--- src/rtl/ifb_pkg.sv ---
// Shared types and constants for the instruction fetch buffer.
package ifb_pkg;

  localparam int unsigned BUS_DATA_WIDTH = 64;
  localparam int unsigned BUS_TAG_WIDTH  = 13;
  localparam int unsigned INSTR_WIDTH    = 32;
  localparam int unsigned LINE_BEATS     = 512 / BUS_DATA_WIDTH;
  localparam int unsigned LINE_SLOTS     = 512 / INSTR_WIDTH;

  localparam logic       SYSBUS_READ   = 1'b1;
  localparam logic [3:0] SYSBUS_MEMORY = 4'b0001;
  localparam logic [BUS_TAG_WIDTH-1:0] IFB_REQ_TAG = {SYSBUS_READ, SYSBUS_MEMORY, 8'b0};

  typedef enum logic [2:0] {LOAD, REQ, RECV, DRAIN, FLUSH} ifb_state_e;

endpackage

--- src/rtl/ifb_line_store.sv ---
// One cache line of storage: written per bus beat, read per 32-bit slot.
module ifb_line_store
  import ifb_pkg::*;
(
  input  logic                      clk,
  input  logic                      rst_n,
  input  logic                      we_i,
  input  logic [2:0]                widx_i,
  input  logic [BUS_DATA_WIDTH-1:0] wdata_i,
  input  logic [3:0]                slot_i,
  output logic [INSTR_WIDTH-1:0]    rdata_o
);

  logic [BUS_DATA_WIDTH-1:0] line_q [LINE_BEATS];

  always_ff @(posedge clk or negedge rst_n) begin
    if (!rst_n) begin
      line_q <= '{default: '0};
    end else if (we_i) begin
      line_q[widx_i] <= wdata_i;
    end
  end

  // Odd slots live in the upper half of a beat.
  always_comb begin
    rdata_o = slot_i[0] ? line_q[slot_i[3:1]][INSTR_WIDTH +: INSTR_WIDTH]
                        : line_q[slot_i[3:1]][0 +: INSTR_WIDTH];
  end

endmodule

--- src/rtl/instr_fetch_buffer.sv ---
// Fetch stage: reads 64-byte lines from the sysbus and streams 32-bit instructions to decode.
// Optional zero-word halt detection is enabled by defining IFB_HALT_DETECT_EN.
module instr_fetch_buffer
  import ifb_pkg::*;
(
  input  logic                      clk,
  input  logic                      reset,
  input  logic [63:0]               entry,
  input  logic                      redirect_valid,
  input  logic [63:0]               redirect_pc,
  output logic                      bus_reqcyc,
  output logic [63:0]               bus_req,
  output logic [BUS_TAG_WIDTH-1:0]  bus_reqtag,
  input  logic                      bus_reqack,
  input  logic                      bus_respcyc,
  output logic                      bus_respack,
  input  logic [BUS_DATA_WIDTH-1:0] bus_resp,
  input  logic [BUS_TAG_WIDTH-1:0]  bus_resptag,
  output logic                      out_valid,
  input  logic                      out_ready,
  output logic [INSTR_WIDTH-1:0]    out_instr,
  output logic [63:0]               out_pc,
  output logic                      halted
);

  ifb_state_e       state_q;
  logic [63:0]      pc_q;
  logic [57:0]      req_line_q;
  logic [2:0]       beat_cnt_q;
  logic [3:0]       slot_q;
  logic             redirect_pend_q;
  logic             halted_q;

  logic [63:0]            redir_pc_d;
  logic [57:0]            next_line_d;
  logic [INSTR_WIDTH-1:0] slot_word;
  logic                   beat_d, last_beat_d, word_zero, valid_d, fire_d;
  logic                   unused_bits;

  assign redir_pc_d  = {redirect_pc[63:2], 2'b00};
  assign next_line_d = pc_q[63:6] + 58'd1;
  assign beat_d      = bus_respcyc && ((state_q == RECV) || (state_q == FLUSH));
  assign last_beat_d = beat_d && (beat_cnt_q == 3'd7);
  assign unused_bits = ^{bus_resptag, redirect_pc[1:0]};

`ifdef IFB_HALT_DETECT_EN
  assign word_zero = (slot_word == '0);
  assign halted    = halted_q;
`else
  assign word_zero = 1'b0;
  assign halted    = 1'b0;
`endif

  assign valid_d = (state_q == DRAIN) && !word_zero && !halted_q;
  assign fire_d  = valid_d && out_ready;

  ifb_line_store u_line (
    .clk     (clk),
    .rst_n   (reset),
    .we_i    (beat_d && (state_q == RECV)),
    .widx_i  (beat_cnt_q),
    .wdata_i (bus_resp),
    .slot_i  (slot_q),
    .rdata_o (slot_word)
  );

  always_ff @(posedge clk or negedge reset) begin
    if (!reset) begin
      state_q         <= LOAD;
      pc_q            <= '0;
      req_line_q      <= '0;
      beat_cnt_q      <= '0;
      slot_q          <= '0;
      redirect_pend_q <= 1'b0;
      halted_q        <= 1'b0;
    end else begin
      case (state_q)
        LOAD: begin
          pc_q       <= entry;
          req_line_q <= entry[63:6];
          state_q    <= REQ;
        end
        REQ: begin
          if (redirect_valid) pc_q <= redir_pc_d;
          if (bus_reqack) begin
            beat_cnt_q      <= '0;
            redirect_pend_q <= 1'b0;
            state_q         <= (redirect_pend_q || redirect_valid) ? FLUSH : RECV;
          end else if (redirect_valid) begin
            redirect_pend_q <= 1'b1;
          end
        end
        RECV: begin
          if (beat_d) beat_cnt_q <= beat_cnt_q + 3'd1;
          // A redirect on the final beat has nothing left to flush.
          if (redirect_valid) begin
            pc_q <= redir_pc_d;
            if (last_beat_d) begin
              req_line_q <= redir_pc_d[63:6];
              state_q    <= REQ;
            end else begin
              state_q <= FLUSH;
            end
          end else if (last_beat_d) begin
            slot_q  <= pc_q[5:2];
            state_q <= DRAIN;
          end
        end
        DRAIN: begin
          if (redirect_valid) begin
            pc_q       <= redir_pc_d;
            req_line_q <= redir_pc_d[63:6];
            halted_q   <= 1'b0;
            state_q    <= REQ;
          end else if (fire_d) begin
            slot_q <= slot_q + 4'd1;
            if (slot_q == 4'hF) begin
              pc_q       <= {next_line_d, 6'b0};
              req_line_q <= next_line_d;
              state_q    <= REQ;
            end
          end else if (word_zero) begin
            halted_q <= 1'b1;
          end
        end
        FLUSH: begin
          if (beat_d) beat_cnt_q <= beat_cnt_q + 3'd1;
          if (redirect_valid) pc_q <= redir_pc_d;
          if (last_beat_d) begin
            req_line_q <= redirect_valid ? redir_pc_d[63:6] : pc_q[63:6];
            state_q    <= REQ;
          end
        end
        default: state_q <= LOAD;
      endcase
    end
  end

  assign bus_reqcyc  = (state_q == REQ);
  assign bus_req     = bus_reqcyc ? {req_line_q, 6'b0} : '0;
  assign bus_reqtag  = IFB_REQ_TAG;
  assign bus_respack = beat_d;
  assign out_valid   = valid_d;
  assign out_instr   = valid_d ? slot_word : '0;
  assign out_pc      = valid_d ? {pc_q[63:6], slot_q, 2'b00} : '0;

endmodule
--- config.mk ---
export PLATFORM = sky130hd
export DESIGN_NAME = instr_fetch_buffer
export DESIGN_NICKNAME = d
export VERILOG_FILES = /design/src/rtl/ifb_pkg.sv /design/src/rtl/ifb_line_store.sv /design/src/rtl/instr_fetch_buffer.sv
export SDC_FILE = /design/constraint.sdc
export NUM_CORES = 1
export LEC_CHECK = 0
export CORE_UTILIZATION = 52
export DETAILED_ROUTE_END_ITERATION = 12
export PLACE_DENSITY = 0.78
export SYNTH_ARGS = -nofsm -noshare
export SYNTH_HDL_FRONTEND = slang
export SYNTH_HIERARCHICAL = 1
export SYNTH_SLANG_ARGS = --single-unit
--- constraint.sdc ---
create_clock -name clk -period 2.5 [get_ports clk]
set_input_delay 0.625 -clock clk [delete_from_list [all_inputs] [get_ports clk]]
set_output_delay 0.625 -clock clk [all_outputs]
set_load 0.005 [all_outputs]
-- Word-level counts from Yosys, hierarchy flattened
Index checks and enable logic that the tools add are counted.
- output and inout port bits: 177
- register bits after elaboration: 645
- memory bits (read-only): 0
- memories: 0
- logic and storage cells: 104
- latch bits: 0
- memory bits (writable): 0
- divide/modulo/power cells: 0
- bitwise logic cells: 2
- add/sub/neg operators: 3
- reduce and logical (&&, ||, !) cells: 21
- shifts and indexed selects: 0
- magnitude comparators: 3
- muxes and demuxes: 43
- eq/ne operators: 18
- $mul: 0
- operators by type and width (cell ; number):
    64-bit two-way mux ; 9
    512-bit bitwise mux ; 1
    58-bit two-way mux ; 7
    58-bit one-hot mux with 4 select lines ; 1
    64-bit binary-select mux with 3-bit select ; 1
    64-bit demux with 3-bit select ; 1
    64-bit one-hot mux with 3 select lines ; 1
    32-bit two-way mux ; 2
    58-bit by 1-bit adder with 58-bit output, second input constant ; 1
    3-bit two-way mux ; 11
    4-bit two-way mux ; 4
    3-bit one-hot mux with 5 select lines ; 1
    2-bit != test, second input constant ; 6
    5-bit AND reduction ; 2
    4-bit >= comparator, second input constant ; 2
    3-bit inverter with 4-bit output ; 2
    4-bit one-hot mux with 2 select lines ; 1
    3-bit by 2-bit == test with 1-bit output, second input constant ; 2
    3-bit == test, second input constant ; 2
    2-bit by 1-bit != test with 1-bit output, second input constant ; 3
    3-bit != test, second input constant ; 2
    3-bit one-hot mux with 2 select lines ; 1
    6-bit AND reduction ; 1
    2-bit nonzero test ; 3
    other kinds (17) ; 23

-- Longest topological paths before layout
- depth after elaboration: 7
- depth in mapped cells: 12

-- Hierarchy
The synthesis kept the hierarchy.
- modules (own cells, without submodules) (module ; cells an instance ; instances ; area an instance (um2)):
    ifb_line_store ; 1360 ; 1 ; 22743.1
    instr_fetch_buffer ; 1442 ; 1 ; 11070.6

-- Worst setup path after synthesis
Ideal clock, no wire load.
- path kind: register -> register
- from: reg pc_q[6]
- to: reg pc_q[48]
- data arrival time: 2.451 ns
- cell stages (with the launch flop): 9
- period minus slack after synthesis: 2.529 ns
- path slack: -0.029 ns
- cells stage by stage: dfrtp_1 > ha_1 > nand4_1 > or4_4 > buf_4 > nor4_2 > mux2_1 > nor3_1 > o21bai_1
- cells in the longest elaborated chain, start to end: 5
- RTL lines (item ; line ; text):
    start: declaration ; instr_fetch_buffer.sv:27 ; logic [63:0] pc_q;
    start signal: assignment ; instr_fetch_buffer.sv:79 ; pc_q <= entry;
    start signal: assignment ; instr_fetch_buffer.sv:84 ; if (redirect_valid) pc_q <= redir_pc_d;
    start signal: assignment ; instr_fetch_buffer.sv:97 ; pc_q <= redir_pc_d;
    58-bit by 1-bit adder with 58-bit output ; instr_fetch_buffer.sv:41 ; assign next_line_d = pc_q[63:6] + 58'd1;
    64-bit two-way mux ; instr_fetch_buffer.sv:117 ; if (slot_q == 4'hF) begin
    64-bit two-way mux ; instr_fetch_buffer.sv:115 ; end else if (fire_d) begin
    64-bit two-way mux ; instr_fetch_buffer.sv:110 ; if (redirect_valid) begin
    64-bit one-hot mux with 3 select lines ; instr_fetch_buffer.sv:77 ; case (state_q)
Every way passes these cells. The select of a mux whose other input is x is not followed.
A chain may end at the register's enable or synchronous reset.

-- Worst setup path after layout
- from: reg slot_q[1]
- to: out out_instr[13]
- cells in the longest elaborated chain, start to end: 6
- RTL lines (item ; line ; text):
    start: declaration ; instr_fetch_buffer.sv:30 ; logic [3:0] slot_q;
    start signal: assignment ; instr_fetch_buffer.sv:105 ; slot_q <= pc_q[5:2];
    start signal: assignment ; instr_fetch_buffer.sv:116 ; slot_q <= slot_q + 4'd1;
    3-bit inverter with 4-bit output (implied by the code) ; ifb_line_store.sv:26, ifb_line_store.sv:27 ;
    64-bit binary-select mux with 3-bit select ; ifb_line_store.sv:26, ifb_line_store.sv:27 ;
    64-bit two-way mux (implied by the code) ; ifb_line_store.sv:27 ; : line_q[slot_i[3:1]][0 +: INSTR_WIDTH];
    64-bit two-way mux (implied by the code) ; ifb_line_store.sv:26 ; rdata_o = slot_i[0] ? line_q[slot_i[3:1]][INSTR_WIDTH +: INSTR_WIDTH]
    32-bit two-way mux ; ifb_line_store.sv:26 ;
    named net slot_word[13] ; instr_fetch_buffer.sv:36 ; logic [INSTR_WIDTH-1:0] slot_word;
    32-bit two-way mux ; instr_fetch_buffer.sv:144 ; assign out_instr = valid_d ? slot_word : '0;
    end: declaration ; instr_fetch_buffer.sv:21 ; output logic [INSTR_WIDTH-1:0] out_instr,
The timed path passes the listed nets, and every way through them passes these cells. The select of a mux whose other input is x is not followed.

==> run_results.csv <==
group,metric,value,unit
outcome,status,"finished, violations left",
outcome,violations,"setup timing",
hold_path,holdPathStages,1,
floorplan,fp.dieW,257,um
setup_path,ff2ff_path_depth,11,
place,port_buffers,348,
setup_path,cp_cell_sequence,"buf_12 > buf_16 > buf_12 > buf_6 > mux4_2 > a22oi_2 > nand2_1 > and2_4 > buf_6",
place,dpl_cell_area,40480,um2
synthesis,ys_async_sr_fraction,100.0,%
sta,worst_slack,-0.8933,ns
cells_and_area,fin_area,47770,um2
sta,finalSetupViolations,206,
cells_and_area,nNetsFinal,3698,
synthesis,synthSimpleGateAreaFrac,9.994,%
synthesis,synthXorXnorAreaFrac,0.7771,%
setup_path,crit_required,1.88,ns
synthesis,synth_top_family_by_area,"multiplexers",
grt,antenna_found_initial,12,
synthesis,yosysWarnings,6,
sta,grt_setup_unrepaired,"true",
synthesis,synth_edf_count,0,
hold_path,min_from,"req_line_q[14]",
cells_and_area,layout_commonest_cell,"dfrtp_1",
synthesis,yosysUniqueCellTypes,82,
clock_network,clockRootBuffer,"clkbuf_16",
place,routabilityCongestion,0.9861,
synthesis,synth_area_per_cell,12.07,um2
cells_and_area,stdcell_count,4399,
clock_network,cts_sinks,643,
floorplan,rows,93,
sta,finalHoldViolCount,0,
sta,fmax,294.7,MHz
synthesis,synth_ff_type,"dfrtp_1",
floorplan,ios,388,
grt,grt_overflow,0,
cells_and_area,seq_area,16100,um2
place,dp_cells,4050,
pwr,power_density,1125,nW/um2
clock_network,worstSkewPairLatency,0.65,ns
grt,grt_pass1_vias,30530,
setup_path,crit_fanout,7,
synthesis,synthCells,2802,
grt,grt.total_usage,38.79,%
floorplan,die_y,257,um
route,firstDrtPassIters,10,
synthesis,synth_compound_area_share,11.25,%
synthesis,synth_seq_cells,643,
setup_path,criticalPathCategory,"reg -> out",
sta,max-slew-margin-rel,50.97,%
setup_path,end_kind,"primary output",
setup_path,arrival,2.77,ns
clock_network,cts_tree,"done",
route,wl,134.3,mm
setup_path,startpoint,"slot_q[1]",
route,drc,0,
setup_path,critical-path-slowest-cell,"dfrtp_4",
run,drv_cap,0,
route,drtIter0Drc,3863,
clock_network,cts_buffer_depth,3,
setup_path,rrSetupSlack,-0.14,ns
cells_and_area,fin_util,74.24,%
grt,grt_max_degree,99,
synthesis,synth-seq-area-share,47.59,%
floorplan,core,64350,um2
pwr,fin_total_pwr,53740,uW
pwr,irDropWorstVdd,1.327,mV
cells_and_area,final.fill_count,3801,
floorplan,start_util,52.55,%
synthesis,synthMuxAreaShare,26.19,%
clock_network,h-tree-depth,3,
hold_path,hold_path.class,"reg -> reg",
sta,fin_crit,3.393,ns
sta,tightest_slew,0.7354,ns
cells_and_area,final_cell_mix,"dfrtp_1 (637), mux2_2 (496), buf_4 (233)",
synthesis,synthAdderAreaFrac,0.1480,%
clock_network,path_clk_slew,0.06,ns
route,ant_nets,0,
setup_path,startpoint_type,"flop",
route,via_count,29690,
floorplan,dieArea,66050,um2
synthesis,netlist_area,33810,um2
grt,grt_first_pass_wirelength,193.7,mm
route,vias_per_cell,6.749,
cells_and_area,multi_input_area,18190,um2
setup_path,slowest_delay,0.50,ns
cells_and_area,drive_above_1_share,50.20,%
clock_network,cts_made_buffers,72,
cells_and_area,area_growth,41.28,%
sta,final_max_slew_viol_count,0,
place,dpl.hpwl,76.59,mm
sta,period_share,135.7,%
place,place_ws,-0.4958,ns
setup_path,r2r_start,"state_q[1]",
hold_path,min_to,"req_line_q[14]",
route,wl_per_cell,30.52,um
pwr,leakagePower,0.02186,uW
setup_path,r2r-end,"pc_q[34]",
sta,finClkSkew,0.03895,ns
## repair_timing
action	4_1_cts	5_1_grt
cloned	42	4
buffers inserted	148	77
endpoints found under the setup margin	196	394
pin swaps	146	137
hold buffers	1	0
hold endpoints to repair	20	0
resized for setup	1039	386
## power by group
| group | internal [uW] | switching (uW) |
|---|---|---|
| sequential | 12900 | 2060 |
| clock | 6300 | 4660 |
| combinational | 14000 | 13900 |
| total | 33200 | 20600 |
## per-stage QoR
step,setup TNS [ns],hold slack [ns]
final,-54.36,0.4920
after global routing,-63.91,0.5021
after CTS,-59.93,0.4842
after detailed placement,-84.72,0.4703
after global placement,-76.06,0.4579
after floorplan,0,0.3294
## critical path: cells and delay by family (launching register included)
kind,cells,cell delay (ns)
and+or+nand+nor,2,0.27
AOI/OAI and AO/OA,1,0.23
buffers and inverters,5,0.66
muxes,1,0.46
DFF,1,0.50
## cell type report
cell class,instances,area share (%)
repair buffers,845,20.68
flip-flops and latches,643,33.71
well taps,855,2.239
inverters,16,0.1571
multi-input cells,1904,38.08
clock inverters,25,0.7543
repair inverters,1,0.04191
diodes,10,0.05238
clock buffers,100,4.285
## flip-flops by register name, summed over array words and instances (netlist names)
signal and count:
redirect_pend_q 1, req_line_q 58, pc_q 62, beat_cnt_q 3, slot_q 4, state_q 3
u_line/line_q 512
## Yosys cell counts (21+ instances only)
cell | count | area, um2
nor2_1 | 161 | 604.3
nand2_1 | 111 | 416.7
o211ai_1 | 29 | 217.7
mux2_2 | 496 | 5585
clkbuf_1 | 118 | 442.9
nor3_1 | 31 | 155.2
nand4_1 | 23 | 143.9
buf_1 | 25 | 93.84
a221oi_1 | 35 | 306.5
a21oi_1 | 96 | 480.5
a31oi_1 | 40 | 250.2
buf_2 | 57 | 285.3
buf_4 | 54 | 405.4
nand3_1 | 31 | 155.2
mux4_2 | 128 | 2883
a211oi_1 | 26 | 195.2
a22oi_1 | 88 | 660.6
and2_1 | 152 | 950.9
o21ai_0 | 92 | 460.4
dfrtp_1 | 643 | 16090
nand2b_1 | 30 | 187.7
mux2_1 | 21 | 236.5
## worst max path at each step
stage,depth (start not counted),endpoint,slack (ns)
after floorplan,8,pc_q[48],0.006
after global placement,6,out_instr[0],-0.47
after detailed placement,7,out_instr[3],-0.50
after CTS,9,out_instr[4],-0.85
after global routing,9,out_instr[13],-0.92
final,9,out_instr[13],-0.89
## routing by layer
metal  GRT usage [%]  vias up  share of wire, %
met2           61.40     2269                47
met1           48.62    14940                36
met3           10.51      637                11
li1                -    11840                 -
met4           20.72        6               6.7
met5               0        -             0.031
## logic make-up (layout without fill, tap and decap cells)
group | Yosys count | in the layout
muxes | 660 | 660
DFF | 643 | 643
and+or+nand+nor | 634 | 634
AOI/OAI and AO/OA | 552 | 554
buffers and inverters | 277 | 987
xor gates and xnor gates | 30 | 30
adders and majority gates | 4 | 4
other | 2 | 32
Note: power is estimated with default switching activity, not from simulation.
